<file path="src/rtl/ld06_pkg.sv">
// ld06_pkg: shared constants, state encodings and the CRC-8 byte update
// for the LD06 LiDAR packet receiver.
//   LD06_HEADER / LD06_VERLEN : first two bytes of every measurement packet
//   LD06_PKT_BYTES            : packet length including header and CRC
//   LD06_CRC_POLY             : CRC-8 polynomial (MSB first, init 0, no xorout)
package ld06_pkg;

  localparam int unsigned LD06_PKT_BYTES = 47;
  localparam logic [7:0]  LD06_HEADER    = 8'h54;
  localparam logic [7:0]  LD06_VERLEN    = 8'h2C;
  localparam logic [7:0]  LD06_CRC_POLY  = 8'h4D;

  typedef enum logic [1:0] {DF_IDLE, DF_DATA, DF_STOP} df_state_e;
  typedef enum logic [1:0] {PKT_HUNT, PKT_VERLEN, PKT_BODY} pkt_state_e;

  // One byte through the CRC, MSB first.
  function automatic logic [7:0] crc8_byte(input logic [7:0] crc, input logic [7:0] data);
    logic [7:0] c;
    c = crc ^ data;
    for (int unsigned i = 0; i < 8; i++) begin
      c = c[7] ? ({c[6:0], 1'b0} ^ LD06_CRC_POLY) : {c[6:0], 1'b0};
    end
    return c;
  endfunction

endpackage

</file>
<file path="src/rtl/uart_byte_deframer.sv">
// uart_byte_deframer: 8N1 LSB-first deframer driven by one sampled bit per
// bit period.
//   clk, reset   : rising-edge clock, synchronous active-high reset
//   bit_in       : sampled serial bit
//   bit_valid    : one-cycle pulse when bit_in holds a new bit
//   byte_out     : last assembled byte (stable until the next byte completes)
//   byte_strobe  : one-cycle pulse, clk after a good stop bit
//   frame_err    : one-cycle pulse, clk after a bad (0) stop bit
module uart_byte_deframer
  import ld06_pkg::*;
(
  input  logic       clk,
  input  logic       reset,
  input  logic       bit_in,
  input  logic       bit_valid,
  output logic [7:0] byte_out,
  output logic       byte_strobe,
  output logic       frame_err
);

  df_state_e  state_q, state_d;
  logic [2:0] bitcnt_q, bitcnt_d;
  logic [7:0] shreg_q, shreg_d;
  logic       strobe_q, strobe_d;
  logic       ferr_q, ferr_d;

  always_comb begin
    state_d  = state_q;
    bitcnt_d = bitcnt_q;
    shreg_d  = shreg_q;
    strobe_d = 1'b0;
    ferr_d   = 1'b0;
    if (bit_valid) begin
      case (state_q)
        DF_IDLE: begin
          if (!bit_in) begin
            state_d  = DF_DATA;
            bitcnt_d = '0;
          end
        end
        DF_DATA: begin
          shreg_d[bitcnt_q] = bit_in;
          bitcnt_d          = bitcnt_q + 3'd1;
          if (bitcnt_q == 3'd7) state_d = DF_STOP;
        end
        DF_STOP: begin
          state_d = DF_IDLE;
          if (bit_in) strobe_d = 1'b1;
          else        ferr_d   = 1'b1;
        end
        default: state_d = DF_IDLE;
      endcase
    end
  end

  always_ff @(posedge clk) begin
    if (reset) begin
      state_q  <= DF_IDLE;
      bitcnt_q <= '0;
      shreg_q  <= '0;
      strobe_q <= 1'b0;
      ferr_q   <= 1'b0;
    end else begin
      state_q  <= state_d;
      bitcnt_q <= bitcnt_d;
      shreg_q  <= shreg_d;
      strobe_q <= strobe_d;
      ferr_q   <= ferr_d;
    end
  end

  assign byte_out    = shreg_q;
  assign byte_strobe = strobe_q;
  assign frame_err   = ferr_q;

endmodule

</file>
<file path="src/rtl/ld06_packet_rx.sv">
// ld06_packet_rx: header-aligned, CRC-checked capture of 47-byte LD06
// measurement packets from the sampled serial bit stream.
//   clk, reset   : rising-edge clock, synchronous active-high reset
//   bit_in       : sampled serial bit from the oversampler flip-flop
//   bit_valid    : one-cycle pulse per bit period
//   packet_data  : last completed packet, byte 0 at the MSBs, CRC at [7:0]
//   packet_valid : one-cycle pulse when packet_data updates
//   crc_ok       : CRC verdict for the current packet_data
//   frame_err    : one-cycle pulse on a stop-bit error
module ld06_packet_rx
  import ld06_pkg::*;
#(
  parameter int unsigned PKT_BYTES = LD06_PKT_BYTES,
  parameter logic [7:0]  HEADER    = LD06_HEADER,
  parameter logic [7:0]  VERLEN    = LD06_VERLEN
) (
  input  logic                   clk,
  input  logic                   reset,
  input  logic                   bit_in,
  input  logic                   bit_valid,
  output logic [PKT_BYTES*8-1:0] packet_data,
  output logic                   packet_valid,
  output logic                   crc_ok,
  output logic                   frame_err
);

  localparam int unsigned W        = PKT_BYTES * 8;
  localparam int unsigned SW       = $clog2(W);
  localparam logic [5:0]  LAST_IDX = 6'(PKT_BYTES - 1);

  logic [7:0] rx_byte;
  logic       rx_strobe;
  logic       rx_ferr;

  uart_byte_deframer u_deframer (
    .clk        (clk),
    .reset      (reset),
    .bit_in     (bit_in),
    .bit_valid  (bit_valid),
    .byte_out   (rx_byte),
    .byte_strobe(rx_strobe),
    .frame_err  (rx_ferr)
  );

  pkt_state_e    state_q, state_d;
  logic [5:0]    idx_q, idx_d;
  logic [7:0]    crc_q, crc_d;
  logic [W-1:0]  asm_q, asm_d;
  logic [W-1:0]  pdata_q, pdata_d;
  logic          valid_q, valid_d;
  logic          crc_ok_q, crc_ok_d;
  logic [SW-1:0] slot;

  // Bit offset of the byte at idx_q inside the assembly buffer.
  assign slot = SW'(W - 8) - SW'({idx_q, 3'b000});

  always_comb begin
    state_d  = state_q;
    idx_d    = idx_q;
    crc_d    = crc_q;
    asm_d    = asm_q;
    pdata_d  = pdata_q;
    valid_d  = 1'b0;
    crc_ok_d = crc_ok_q;
    if (rx_ferr) begin
      state_d = PKT_HUNT;
      idx_d   = '0;
    end else if (rx_strobe) begin
      case (state_q)
        PKT_HUNT: begin
          if (rx_byte == HEADER) begin
            asm_d[W-1 -: 8] = rx_byte;
            crc_d           = crc8_byte('0, rx_byte);
            idx_d           = 6'd1;
            state_d         = PKT_VERLEN;
          end
        end
        PKT_VERLEN: begin
          if (rx_byte == VERLEN) begin
            asm_d[W-9 -: 8] = rx_byte;
            crc_d           = crc8_byte(crc_q, rx_byte);
            idx_d           = 6'd2;
            state_d         = PKT_BODY;
          end else if (rx_byte == HEADER) begin
            // A repeated header re-anchors the packet on the newer byte.
            asm_d[W-1 -: 8] = rx_byte;
            crc_d           = crc8_byte('0, rx_byte);
            idx_d           = 6'd1;
          end else begin
            state_d = PKT_HUNT;
            idx_d   = '0;
          end
        end
        PKT_BODY: begin
          asm_d[slot +: 8] = rx_byte;
          if (idx_q == LAST_IDX) begin
            pdata_d  = asm_d;
            crc_ok_d = (crc_q == rx_byte);
            valid_d  = 1'b1;
            state_d  = PKT_HUNT;
            idx_d    = '0;
          end else begin
            crc_d = crc8_byte(crc_q, rx_byte);
            idx_d = idx_q + 6'd1;
          end
        end
        default: begin
          state_d = PKT_HUNT;
          idx_d   = '0;
        end
      endcase
    end
  end

  always_ff @(posedge clk) begin
    if (reset) begin
      state_q  <= PKT_HUNT;
      idx_q    <= '0;
      crc_q    <= '0;
      asm_q    <= '0;
      pdata_q  <= '0;
      valid_q  <= 1'b0;
      crc_ok_q <= 1'b0;
    end else begin
      state_q  <= state_d;
      idx_q    <= idx_d;
      crc_q    <= crc_d;
      asm_q    <= asm_d;
      pdata_q  <= pdata_d;
      valid_q  <= valid_d;
      crc_ok_q <= crc_ok_d;
    end
  end

  assign packet_data  = pdata_q;
  assign packet_valid = valid_q;
  assign crc_ok       = crc_ok_q;
  assign frame_err    = rx_ferr;

endmodule
</file>
<file path="config.mk">
export PLATFORM = sky130hd
export DESIGN_NAME = ld06_packet_rx
export DESIGN_NICKNAME = d
export VERILOG_FILES = /design/src/rtl/ld06_pkg.sv /design/src/rtl/uart_byte_deframer.sv /design/src/rtl/ld06_packet_rx.sv
export SDC_FILE = /design/constraint.sdc
export NUM_CORES = 2
export LEC_CHECK = 0
export CAP_MARGIN = 20
export CORE_MARGIN = 2
export CORE_UTILIZATION = 60
export CTS_CLUSTER_DIAMETER = 80
export CTS_CLUSTER_SIZE = 28
export DETAILED_ROUTE_END_ITERATION = 10
export GPL_ROUTABILITY_DRIVEN = 0
export PLACE_DENSITY = 0.92
export SETUP_SLACK_MARGIN = 0.4
export SYNTH_ARGS = -nofsm -noshare
export SYNTH_HDL_FRONTEND = slang
export SYNTH_SLANG_ARGS = --single-unit
</file>
<file path="constraint.sdc">
create_clock -name clk -period 8.1 [get_ports clk]
set_input_delay 1.215 -clock clk [delete_from_list [all_inputs] [get_ports clk]]
set_output_delay 1.215 -clock clk [all_outputs]
set_load 0.005 [all_outputs]
</file>
==> metrics.md <==
| Metric | Value |
|---|---|
| Outcome | completed |
| Fillers | 3940 |
| Final non-filler cell total | 4617 |
| Multi-input gate area | 0.0151 mm^2 |
| Placed cells | 4566 |
| Mapped Cells | 3801 |
| H-tree lvl count | 2 |
| Max-cap violations | 0 |
| # hold bufs at CTS | 0 |
| Core area | 0.0529 mm^2 |
| Logic pwr share | 1.5% |
| Tmin final | 5180 ps |
| Buffers from clock root to sink, at most | 3 |
| Max_slew headroom | 16.1% |
| CP required | 8600 ps |
| Slew @ Worst Pin | 1260 ps |
| Startpoint types | flop |
| Die height | 236 um |
| Warning count from the yosys run | 0 |
| Final Net Count | 3936 |
| Fmax | 0.193 GHz |
| Final Power | 0.00609 W |
| Cell Rows | 84 |
| Worst Skew | 28.4 ps |
| Kind of cell adding the most delay to the critical path | simple AND/OR/NAND/NOR gates |
| Setup TNS | 0 ps |
| Period utilization | 64.0% |
| PostCTS Resize Cnt | 0 |
| Worst R2R Setup Slack | 2920 ps |
| Flip-flop and latch count after synthesis | 785 |
| Vias/cell | 6.48 |
| Total number of vias | 29940 |
| Initial antenna violation count | 0 |
| CTS tree | built |
| Pre-antenna DRT Iters | 6 |
| P&R area growth vs syn | 15.0% |
| Mapped Area | 0.0322 mm^2 |
| Worst r2r src | idx_q[0] |
| Reg2Reg Capture Point | packet_data[141] |
| Critical path arrival | 5680 ps |
| Crit Path Max Fanout | 33 |
| Number of remaining DRC errors | 0 |
| Met2 GRT Util | 53.3% |
| First-pass GRT wire length | 158 mm |
| RSZ-0062 raised after global routing | no |
| Dpl hpwl | 68.4 mm |
| Hold Crit Start | packet_data[108] |
| PwrDens | 164 mW/mm^2 |
| Critical path cell sequence | inv_1 > ha_1 > and2b_1 > nand4_2 > a211o_1 > nand2_1 > buf_4 > nand4_1 > o221a_2 |
| CP peak stage delay | 1000 ps |
| Final WL | 105 mm |
| Remaining antenna violation count after routing | 0 |
| CP Class | reg2reg |
| Global route hottest layer | met2 |
| Sequential share of power | 63.3% |
| Die footprint | 0.0556 mm^2 |
| Most common cell after layout, fill and taps aside | dfxtp_1 |
| Post-DR wirelength/cell | 22.7 um |
| Worst-Skew Late Latency | 610 ps |
| Iteration-0 DRC Markers | 4720 |
| Layout cells sized above 1 | 5.14% |
| Grt met1 use | 47.7% |
| CP bufs+invs | 2 |
| Vias in the first global route | 27178 |
| Overall routing resource usage | 35.7% |
| Hold Vio Cnt, Final | 0 |
| Worst hold endpoint | packet_data[108] |
| Sw Pwr | 0.00136 W |
| LEAKAGE | 13.4 nW |
| Mean Syn Cell Area | 8.47 um^2 |
| Num CTS Buffers | 36 |
| Number of synthesized flops with an enable pin | 0 |
| CP Capture Type | flop |
| Async SR Flop Fraction | 0% |
| Setup Buffers After CTS | 0 |
| Sequential area share after synthesis | 48.8% |
| Initial core utilization | 60.9% |
| Largest net degree at the start of global routing | 248 |
| Post-synth top flop | dfxtp_1 |
| Die width | 236 um |
| Int Power | 0.00474 W |
| IO buf count | 382 |
| Reg2reg path depth | 9 |
| Clock network fraction of total power | 35.2% |
| Io pins | 383 |
| Root Driver | clkbuf_16 |
| Clk sinks | 785 |
| Net Sw Frac | 22.3% |
| Pins Over Slew Limit | 0 |
| Met3 GRT Util | 8.91% |
| Reg area | 0.0157 mm^2 |
| Worst hold path stage count | 2 |
| Slowest cell on the critical path | dfxtp_1 |
| Most frequent cells in the layout | dfxtp_1 (785), nand2_1 (583), a21oi_1 (432), clkdlybuf4s50_1 (381), o21ai_0 (320) |
| Worst-path clk slew | 100 ps |
| # setup viols final | 0 |
| Yosys cell types | 90 |
| GRT overflow | 0 |
| Hold crit path type | reg2reg |
| Syn Nets | 3817 |
| Max IR drop VDD | 0.000212 V |
-- sequential cells by signal (all words and copies together), names as in the netlist --
register                cells
crc_q                       8
u_deframer.bitcnt_q         3
idx_q                       6
state_q                     2
u_deframer.state_q          2
u_deframer.byte_strobe      1
u_deframer.byte_out         8
packet_valid                1
crc_ok                      1
asm_q                     376
u_deframer.frame_err        1
packet_data               376
-- layer usage --
layer | vias to the layer above | wire length (um)
met2 | 1882 | 45400
li1 | 13526 | -
met1 | 14135 | 40200
met3 | 397 | 12900
met4 | 0 | 6150
met5 | - | 0
-- cells by family (layout without fill, tap and decap cells) --
group / Yosys count / count (layout) / synth area share, %
compound gates: 1030 / 1030 / 19.1
xor+xnor: 33 / 33 / 0.967
fa+ha+maj: 12 / 12 / 0.466
buf+inv: 366 / 493 / 4.51
flops: 785 / 785 / 48.8
mux: 240 / 240 / 7.46
other cells: 0 / 1 / 0
simple gates: 1335 / 1335 / 18.7
-- layout make-up --
| type | instances | share of cell area [%] |
|---|---|---|
| antenna | 1 | 0.00675 |
| clock buffer | 39 | 2.55 |
| clock inverter | 7 | 0.260 |
| inverter | 15 | 0.172 |
| multi-input combinational | 2650 | 40.8 |
| sequential | 785 | 42.4 |
| tap | 688 | 2.32 |
| timing repair buffer | 432 | 11.5 |
-- metrics by stage --
step / utilization, % / area [um^2] / hold WS [ps] / worst slack (ps)
global placement: 68.0 / 35900 / 437 / 3430
CTS: 69.9 / 37000 / 454 / 3140
floorplan: - / 32200 / 428 / 4970
detailed placement: 68.0 / 35900 / 444 / 3170
global route: 70.1 / 37000 / 474 / 2740
finish: 70.1 / 37100 / 456 / 2920
-- power by group through the flow --
stage	Sequential (W)	Combinational, W	Clock, W
2_1_floorplan	0.00395	0.0000655	0
6_report	0.00386	0.0000905	0.00214
4_1_cts	0.00386	0.0000862	0.00213
3_5_place_dp	0.00395	0.0000861	0
3_3_place_gp	0.00395	0.0000859	0
5_1_grt	0.00386	0.0000960	0.00226
-- worst min-delay path, stage by stage, from the launching register on --
cell,delay (ps)
dfxtp_1,320
nand2_1,50
a21oi_1,50
-- synth_stat cells, types with 7 or more instances --
library cell / n / area, um^2
a211oi_1: 9 / 67.6
a21oi_1: 432 / 2160
a22o_1: 7 / 61.3
a311oi_1: 18 / 158
a31o_2: 11 / 96.3
a31oi_1: 20 / 125
and2_1: 17 / 106
and3_1: 35 / 219
buf_1: 23 / 86.3
buf_2: 49 / 245
clkbuf_1: 274 / 1030
dfxtp_1: 785 / 15700
ha_1: 12 / 150
inv_1: 12 / 45.0
mux2i_1: 240 / 2400
nand2_1: 584 / 2190
nand2b_1: 12 / 75.1
nand3_1: 157 / 786
nand3b_1: 10 / 75.1
nand4_1: 58 / 363
nor2_1: 305 / 1140
nor2b_1: 8 / 50.1
nor3_1: 41 / 205
nor4_1: 14 / 87.6
o211ai_1: 49 / 368
o21ai_0: 320 / 1600
o21ai_1: 21 / 105
o21ai_2: 10 / 87.6
o221a_2: 37 / 417
o311a_1: 16 / 160
o31ai_1: 19 / 143
or2_2: 9 / 56.3
or3_1: 47 / 294
xnor2_1: 24 / 210
xor2_1: 7 / 61.3
-- worst max-delay path by stage --
stage	start	end	slack, ps	cells past startpoint
after floorplan	idx_q[0]	asm_q[128]	4970	14
after global placement	idx_q[0]	packet_data[137]	3430	9
after detailed placement	idx_q[0]	asm_q[294]	3170	9
after CTS	idx_q[0]	asm_q[294]	3140	9
after global routing	idx_q[0]	asm_q[64]	2740	9
final	idx_q[0]	packet_data[141]	2920	9
Power figures use the tool's default switching activity.
